--- config.mk ---
export PLATFORM = sky130hd
export DESIGN_NAME = timer_counter
export DESIGN_NICKNAME = d
export VERILOG_FILES = /design/src/rtl/timer_pkg.sv /design/src/rtl/timer_counter.sv
export SDC_FILE = /design/constraint.sdc
export NUM_CORES = 1
export LEC_CHECK = 0
export ABC_CLOCK_PERIOD_IN_PS = 2500
export BUFFER_PORTS_ARGS = -buffer_cell sky130_fd_sc_hd__buf_2
export CAP_MARGIN = 15
export CELL_PAD_IN_SITES_DETAIL_PLACEMENT = 0
export CELL_PAD_IN_SITES_GLOBAL_PLACEMENT = 1
export CORE_ASPECT_RATIO = 0.7
export CORE_MARGIN = 2
export CORE_UTILIZATION = 35
export DETAILED_ROUTE_END_ITERATION = 8
export GPL_TIMING_DRIVEN = 0
export HOLD_SLACK_MARGIN = 0.06
export PLACE_DENSITY_LB_ADDON = 0.1
export SYNTH_ARGS = -nofsm -noshare
export SYNTH_HDL_FRONTEND = slang
export SYNTH_SLANG_ARGS = --single-unit
--- constraint.sdc ---
create_clock -name clk -period 2.5 [get_ports clk]
set_input_delay 0.5 -clock clk [delete_from_list [all_inputs] [get_ports clk]]
set_output_delay 0.5 -clock clk [all_outputs]
set_load 0.02 [all_outputs]
--- src/rtl/timer_pkg.sv ---
// timer_counter shared definitions: FSM states,
// register word offsets, CTRL bit layout and mode codes.
package timer_pkg;

  typedef enum logic [1:0] {
    IDLE = 2'd0,
    LOAD = 2'd1,
    CNT  = 2'd2,
    INT  = 2'd3
  } state_e;

  localparam logic [1:0] OFF_CTRL   = 2'd0;
  localparam logic [1:0] OFF_PRESET = 2'd1;
  localparam logic [1:0] OFF_COUNT  = 2'd2;

  localparam int CTRL_EN      = 0;
  localparam int CTRL_MODE_LO = 1;
  localparam int CTRL_MODE_HI = 2;
  localparam int CTRL_IM      = 3;

  localparam logic [1:0] MODE_ONESHOT = 2'b00;
  localparam logic [1:0] MODE_RELOAD  = 2'b01;

endpackage

--- src/rtl/timer_counter.sv ---
// Memory-mapped interval timer beside data memory.
// One-shot or auto-reload countdown with masked irq.
module timer_counter
  import timer_pkg::*;
#(
  parameter logic [31:0] BASE_ADDR = 32'h0000_7F00
) (
  input  logic        clk,
  input  logic        reset,
  input  logic [31:0] addr,
  input  logic        we,
  input  logic [31:0] wdata,
  output logic [31:0] rdata,
  output logic        irq
);

  state_e      state_q, state_d;
  logic [3:0]  ctrl_q, ctrl_d;
  logic [31:0] preset_q, preset_d;
  logic [31:0] count_q, count_d;
  logic        flag_q, flag_d;

  logic        hit;
  logic [1:0]  off;
  logic        wr_ctrl;
  logic        wr_pre;
  logic        en;
  logic        reload;
  logic        unused_addr;

  assign hit     = (addr[31:4] == BASE_ADDR[31:4]);
  assign off     = addr[3:2];
  assign wr_ctrl = we & hit & (off == OFF_CTRL);
  assign wr_pre  = we & hit & (off == OFF_PRESET);
  assign en      = ctrl_q[CTRL_EN];
  assign reload  =
    (ctrl_q[CTRL_MODE_HI:CTRL_MODE_LO] == MODE_RELOAD);
  assign unused_addr = ^addr[1:0];

  assign irq = flag_q & ctrl_q[CTRL_IM];

  // Next state: FSM first, then CPU writes on top;
  // a flag set by the FSM wins over a CTRL-write clear.
  always_comb begin
    state_d  = state_q;
    ctrl_d   = ctrl_q;
    preset_d = preset_q;
    count_d  = count_q;
    flag_d   = flag_q;
    if (wr_ctrl) begin
      flag_d = 1'b0;
    end
    unique case (state_q)
      IDLE: begin
        if (en) state_d = LOAD;
      end
      LOAD: begin
        if (!en) begin
          state_d = IDLE;
        end else begin
          count_d = preset_q;
          state_d = CNT;
        end
      end
      CNT: begin
        if (!en) begin
          state_d = IDLE;
        end else if (count_q == 32'd0) begin
          flag_d  = 1'b1;
          state_d = INT;
        end else begin
          count_d = count_q - 32'd1;
        end
      end
      INT: begin
        if (reload) begin
          flag_d  = 1'b0;
          state_d = LOAD;
        end else begin
          ctrl_d[CTRL_EN] = 1'b0;
          state_d         = IDLE;
        end
      end
      default: state_d = IDLE;
    endcase
    if (wr_ctrl) begin
      ctrl_d = wdata[3:0];
    end
    if (wr_pre) begin
      preset_d = wdata;
    end
  end

  // State register with synchronous reset.
  always_ff @(posedge clk) begin
    if (reset) begin
      state_q  <= IDLE;
      ctrl_q   <= 4'd0;
      preset_q <= 32'd0;
      count_q  <= 32'd0;
      flag_q   <= 1'b0;
    end else begin
      state_q  <= state_d;
      ctrl_q   <= ctrl_d;
      preset_q <= preset_d;
      count_q  <= count_d;
      flag_q   <= flag_d;
    end
  end

  // Zero-latency read mux; misses and reserved read 0.
  always_comb begin
    rdata = 32'd0;
    if (hit) begin
      case (off)
        OFF_CTRL:   rdata = {28'd0, ctrl_q};
        OFF_PRESET: rdata = preset_q;
        OFF_COUNT:  rdata = count_q;
        default:    rdata = 32'd0;
      endcase
    end
  end

endmodule

==> summary.txt, run 1 <==
Floorplanning
  • Die Wd: around 140 um
  • Io pins: 100
  • Initial Utilization: about 36%
  • Rows: 33
  • CORE AREA: about 12000 um^2
  • Die Height: 96.9 um
  • Die area: ~13000 um^2

Clock network
  • Worst-path clk slew: around 60 ps
  • CTS tree: done
  • Root Buffer: clkbuf_16
  • Htree depth: 3
  • Max clock buf depth: 2
  • # clock sinks: slightly above 70
  • Worst skew pair latency: roughly 340 ps
  • Hold_buf cts: 0
  • CTS Buf Count: 9

Timing
  • Fin crit share: a little over nine tenths
  • Fin Clk Skew: 6.54 ps
  • Fmax: a little over 400 MHz
  • Fin. Hold Viols: 0
  • Worst Hold Margin: about 390 ps
  • Max-slew violation count: 0
  • Tmin final: 2410 ps
  • Worst rel slew slack: a little over two fifths
  • Worst-margin pin slew: approximately 850 ps
  • Endpoints failing setup: 0

Drt
  • Drc violations: 0
  • Vias per Instance: 5.82
  • ANT nets after route: 0
  • DR WL/cell: between 20 and 25 um
  • Via count: about 4.7k
  • Met2 wire len: 6860 um
  • Drt total wl: 16600 um
  • Top Layer Used: met4
  • Metal-1 WL: between 8000 and 9000 um
  • Drt pass-1 iters: 5
  • DR iter-0 viols: between 300 and 400
  • Routed wl met3: about 1300 um

Cells and area
  • Layout Area Growth over Synthesis: 25.3%
  • Commonest non-fill, non-tap cell in the layout: buf_2
  • Commonest cells after routing, fill and taps aside: 100 x buf_2, 90 x nor2_1, 71 x dfxtp_1, 41 x mux2i_1
  • Footprint of the multi-input gates: roughly 2700 um^2
  • Layout cell share with drive strength beyond 1: between 20% and 30%
  • Ant. Diodes: 0
  • Post-route cell area: around 5400 um^2
  • Fin nets: 714
  • Filler cells: between 1k and 1.5k
  • FF/Latch Area: around 1400 um^2

Hold path
  • Hold Path Stages: 3
  • Worst hold path type: input pin to flip-flop

Synthesis
  • Synth unique cells: 64
  • Sequential element share of the synthesized area: 32.9%
  • Synth Area in Compound Gates: 26.1%
  • Cells after Synth: 539
  • Synth Net Count: 608
  • Synth Warn #: 0
  • Netlist Area Pre-Place: between 4000 and 5000 um^2
  • Post-synth EDFFs: 0
  • #FFs+latches synth: 71
  • Top_reg_cell synth: dfxtp_1
  • Post-synth ARST share: 0%
  • Post-synthesis xor/xnor area fraction: 0%
  • Main combinational cell family by area after synthesis: compound AO/OA/AOI/OAI gates
  • Post-Synth Adder-Cell Area: less than 1%
  • Synthesized area per cell: ~8 um^2
  • Mux contribution to synthesized area: a little under a tenth
  • Post-Synth Simple-Gate Area: between 20% and 30%

Run status
  • Status: complete, no violations

Worst setup path
  • Arrival time at the worst endpoint: 1910 ps
  • Crit Path Class: input pin to output port
  • Critical path required time: roughly 2000 ps
  • Endpoint type of the worst setup path: output port
  • CP max FO: 10
  • Worst R2R Path Depth: 8
  • R2R Setup Slk: roughly 150 ps
  • Worst Setup Start Kind: input pin

Power
  • Static leakage: between 1.5 and 2 nW
  • Power Density: approximately 460 nW/um^2
  • Peak VDD IR: between 0.0003 and 0.0004 V

Placed design
  • DP Wirelength: 12300 um
  • Port Buffers: between 90 and 100
  • GPL Wtd Cong: 0.943
  • Dpl cell area: 4990 um^2

Run
  • Max-Cap Viols: 0

Global route
  • Total GRT Usage: 25.7%
  • Vias in the first global route: 4592
  • Pin count of the biggest net entering global routing: 13
  • First-pass GRT wire length: roughly 26000 um
  • Grt total ovfl: 0
  • Initial antenna violation count: 0
-- synthesized netlist by cell type, types with 2 or more instances --
cell type   n  area (um^2)
nor2_1     92          345
dfxtp_1    71         1420
mux2i_1    41          410
clkbuf_1   40          150
a21oi_1    31          155
a22oi_1    30          225
o31ai_1    24          180
nand2_1    20         75.1
nor4_1     20          125
o311ai_0   19          166
nor3_1     16         80.1
a31oi_1    13         81.3
nand3_1    12         60.1
buf_2       9         45.0
inv_1       9         33.8
or4_1       6         45.0
o21ai_0     5         25.0
and2_1      4         25.0
nand4_1     4         25.0
nor2b_1     4         25.0
o32ai_1     4         35.0
or3_1       4         25.0
a32oi_1     3         26.3
nor3b_1     3         22.5
o31a_1      3         26.3
a221oi_1    2         17.5
a311oi_1    2         17.5
and3_1      2         12.5
buf_6       2         22.5
ha_1        2         25.0
nor3_2      2         20.0
nor4_4      2         42.5
nor4b_1     2         17.5
o211ai_1    2         15.0
o21ai_1     2         10.0
o41ai_1     2         17.5
or2_2       2         12.5
or3b_2      2         17.5
-- final cells by class --
| class | instances | share of cell area [%] |
|---|---|---|
| Clock inverter | 5 | 0.647 |
| Timing Repair Buffer | 98 | 9.29 |
| Multi-Input combinational cell | 405 | 50.2 |
| Clock buffer | 10 | 4.42 |
| Buffer | 51 | 4.97 |
| Sequential cell | 71 | 26.3 |
| Tap cell | 157 | 3.63 |
| Inverter | 9 | 0.624 |
-- cells by family after synthesis --
logic type	count (synthesis)
adders and majority gates	2
and+or+nand+nor	206
AOI/OAI and AO/OA	156
muxes	41
buffers and inverters	63
DFF	71
-- worst paths after layout --
kind | start | endpoint
worst max register to register | count_q[0] | count_q[10]
worst min-delay path | wdata[27] | preset_q[27]
worst max-delay path | addr[5] | rdata[14]
worst min register to register | count_q[18] | count_q[18]
-- registers in the layout, summed over array words and instances (netlist names) --
signal / cells
ctrl_q: 4
count_q: 32
state_q: 2
preset_q: 32
flag_q: 1
-- worst max-delay path, cell delays in order --
cell	delay, ps
buf_2	100
nor4b_1	300
nand4_1	160
or2_4	340
clkbuf_4	210
nor2_1	130
buf_2	170
-- stage by stage --
step	cells	utilization (%)	power, mW	setup TNS [ps]	worst slack, ps
after global routing	806	45.7	2.55	-4.13	-4.13
final	806	45.7	2.47	0	86.1
after global placement	791	42.1	1.27	-26110	-469
after detailed placement	791	42.1	1.28	-29000	-476
after CTS	805	45.0	2.49	0	14.5
after floorplan	539	-	1.20	0	102
-- per-layer routing --
layer / GRT usage [%] / vias up
met5: 0 / -
met4: 6.66 / 0
met3: 4.87 / 16
met2: 36.6 / 166
met1: 39.0 / 2236
li1: - / 2270
-- report_power, final --
part	internal, mW	switching [mW]
clock	0.691	0.522
sequential	1.13	0.000000000364
combinational	0.0489	0.0728
total	1.87	0.595
-- repair_timing --
item,4_1_cts,5_1_grt
resized for setup,28,31
endpoints found under the setup margin,83,59
pin swaps,2,5
buffers inserted,0,3
No activity file was read; power rests on OpenSTA's default activity.
==> run 2, diff against run 1 <==
--- a/config.mk
+++ b/config.mk
@@ -13,10 +13,12 @@
 export CORE_ASPECT_RATIO = 0.7
 export CORE_MARGIN = 2
 export CORE_UTILIZATION = 35
+export CTS_BUF_LIST = sky130_fd_sc_hd__clkbuf_8
 export DETAILED_ROUTE_END_ITERATION = 8
 export GPL_TIMING_DRIVEN = 0
 export HOLD_SLACK_MARGIN = 0.06
 export PLACE_DENSITY_LB_ADDON = 0.1
+export SKIP_LAST_GASP = 1
 export SYNTH_ARGS = -nofsm -noshare
 export SYNTH_HDL_FRONTEND = slang
 export SYNTH_SLANG_ARGS = --single-unit
==> run 2 against run 1 <==
Setup slack got worse by 19 ps. Flip-flop and latch count unchanged. First-iteration DRC count increased by 0.52%. Final cell count is the same. Cell area down 1.9%. Clock-buffer cell count unchanged. Sequential share of layout area increased by 0.51 points. Core utilization is 0.87 points lower. Sequential power is essentially flat. Critical endpoint is now count_q[10].
==> summary.txt, run 2 (same netlist as run 1, synthesis figures left out) <==
Power
  • Combinational cell fraction of total power: 5.9% (+1.0 points)
  • P_int: 1.56 mW (-17%)
  • Power Density: 401 nW/um^2 (-12%)
  • Peak VDD IR: 0.000198 V (-36%)
  • Part of the power in the clock network: 41.0% (-8.2 points)
  • Switching fraction of total power: 26.8% (+2.6 points)
  • Sequential share of power: 53.1% (+7.2 points)
  • Static leakage: 1.87 nW (-2.4%)
  • Switching power total: 569 uW (-4.3%)

Worst setup path
  • Slowest cell on crit path: dfxtp_1
  • CP Depth: 8 (+1)
  • Worst Setup Start Kind: flip-flop
  • Worst Path Buf+Inv: 2 (-1)
  • CP max FO: 10 (unchanged)
  • Crit Path Class: flip-flop to flip-flop
  • Reg-to-Reg Start: count_q[0]
  • Crit-path cells: inv_1, ha_1, nor3b_2, nand2_1, clkbuf_4, o41ai_1, a31oi_1, a311oi_1
  • Critical path required time: 2770 ps (+770 ps)
  • Worst R2R Path Depth: 8 (unchanged)
  • CP max stage delay: 400 ps (+60 ps)
  • CP top delay family: compound AO/OA/AOI/OAI gates
  • Arrival time at the worst endpoint: 2710 ps (+800 ps)
  • Endpoint type of the worst setup path: flip-flop
  • R2R Setup Slk: 70 ps (-80 ps)
  • FF-to-FF End: count_q[10]

Clock network
  • Max clock buf depth: 2 (unchanged)
  • Worst-path clk slew: 90 ps (+30 ps)
  • Root Buffer: clkbuf_8
  • CTS Buf Count: 9 (unchanged)
  • Hold_buf cts: 0 (unchanged)
  • # clock sinks: 71 (unchanged)
  • Worst skew pair latency: 370 ps (+30 ps)
  • Htree depth: 3 (unchanged)
  • CTS tree: done

Global route
  • Grt total ovfl: 0 (unchanged)
  • First-pass GRT wire length: 25900 um (about the same)
  • Initial antenna violation count: 0 (unchanged)
  • Pin count of the biggest net entering global routing: 13 (unchanged)
  • Total GRT Usage: 25.5% (-0.11 points)
  • Vias in the first global route: 4599 (+0.15%)

Cells and area
  • Cell Count, Final, Fillers Out: 806 (unchanged)
  • Layout Area Growth over Synthesis: 22.9%
  • Layout cell share with drive strength beyond 1: 26.8% (-0.15 points)
  • Commonest non-fill, non-tap cell in the layout: buf_2
  • Ant. Diodes: 0 (unchanged)
  • Core Util, Final: 44.8% (-0.87 points)
  • Biggest registers after layout: count_q (32), preset_q (32), ctrl_q (4)
  • Commonest cells after routing, fill and taps aside: 102 x buf_2, 90 x nor2_1, 71 x dfxtp_1, 41 x mux2i_1
  • Fin nets: 714 (unchanged)
  • Filler cells: 1249 (+0.73%)

Drt
  • Drc violations: 0 (unchanged)
  • ANT nets after route: 0 (unchanged)
  • Via count: 4780 (+2.0%)
  • Vias per Instance: 5.93 (+2.0%)
  • DR WL/cell: 20.8 um (+0.96%)
  • Drt total wl: 16800 um (+0.96%)
  • Drt pass-1 iters: 5 (unchanged)
  • DR iter-0 viols: 383 (+0.52%)

Floorplanning
  • Die Wd: 137 um (unchanged)
  • Die Height: 96.9 um (unchanged)
  • CORE AREA: 11900 um^2 (unchanged)
  • Die area: 13300 um^2 (unchanged)
  • Rows: 33 (unchanged)
  • Initial Utilization: 36.4% (unchanged)
  • Io pins: 100 (unchanged)

Timing
  • Fmax: 411 MHz (-0.78%)
  • Fin Setup TNS: 0 ps (unchanged)
  • Worst Hold Margin: 358 ps (-29.3 ps)
  • Fin crit share: 97.3% (+0.76 points)
  • Endpoints failing setup: 0 (unchanged)
  • Worst rel slew slack: 45.6% (+2.5 points)
  • Worst-margin pin slew: 810 ps (-36.5 ps)
  • Fin. Hold Viols: 0 (unchanged)
  • Max-slew violation count: 0 (unchanged)
  • Fin Clk Skew: 10.7 ps (+4.12 ps)
  • Tmin final: 2430 ps (+18.9 ps)
  • Worst setup margin: 67.3 ps (-18.9 ps)
  • RSZ-0062 raised after global routing: yes

Run status
  • Status: complete, no violations

Hold path
  • Worst hold path type: input pin to flip-flop
  • Hold Path End: preset_q[24]
  • Hold Path Stages: 3 (unchanged)
  • Min-delay src: wdata[24]

Placed design
  • Placed Instances: 791 (unchanged)
  • Worst slack, placed: -476 ps (unchanged)
  • Port Buffers: 95 (unchanged)
  • GPL Wtd Cong: 0.943 (unchanged)
  • DP Wirelength: 12300 um (unchanged)

Run
  • Max-Cap Viols: 0 (unchanged)
## run 2: changes by cell type in the layout (fill, tap and decap cells not counted)
cell	before	now
buf_4	7	6
nand2_1	18	19
nand2_4	1	0
nor4_4	2	3
buf_2	100	102
clkbuf_2	16	15
nor4_2	4	3
clkbuf_16	9	0
clkbuf_8	1	10
## run 2: power groups by stage
| stage | sequential [mW] | combinational (mW) | clock [mW] |
|---|---|---|---|
| finish | 1.13 | 0.125 | 0.874 |
| global route | 1.13 | 0.136 | 0.929 |
| CTS | 1.13 | 0.121 | 0.883 |
| detailed placement | 1.16 | 0.119 | 0 |
| global placement | 1.16 | 0.117 | 0 |
| floorplan | 1.16 | 0.0431 | 0 |
## run 2: routing by layer
layer	vias to the layer above	track usage [%]	wire [um]
met4	0	6.03	227
met1	2304	38.9	8280
met3	24	4.77	1240
met5	-	0	0
li1	2262	-	-
met2	190	36.7	7040
## run 2: how the worst max path moves through the flow
stage	slack, ps	startpoint	end
global placement	-470	addr[2]	rdata[30]
finish	70	count_q[0]	count_q[10]
global route	-40	count_q[0]	count_q[10]
detailed placement	-480	addr[2]	rdata[26]
floorplan	100	addr[17]	rdata[10]
CTS	-10	addr[5]	rdata[1]
## run 2: per-stage QoR
step                cell area, um^2  power, mW
floorplan                      4320       1.20
global placement               4990       1.27
detailed placement             4990       1.28
CTS                            5230       2.13
global route                   5310       2.19
finish                         5310       2.13
## run 2: cell type report
cell class	count	area, um^2	share of cell area [%]
multi-input combinational	405	2720	51.2
sequential	71	1420	26.8
timing repair buffer	98	500	9.43
buffer	51	269	5.07
tap	157	196	3.70
clock buffer	10	138	2.59
clock inverter	5	35.0	0.660
inverter	9	33.8	0.636
## run 2: repair_timing
action	in CTS	in global routing
endpoints found under the setup margin	64	59
gates resized for setup	28	30
buffers inserted	0	3
pin swaps	0	4
## run 2: worst register-to-register path, cell delays in order, from the launching register on
cell and delay, ps:
dfxtp_1 400, inv_1 190, ha_1 220, nor3b_2 290, nand2_1 230, clkbuf_4 300, o41ai_1 290, a31oi_1 140
a311oi_1 270
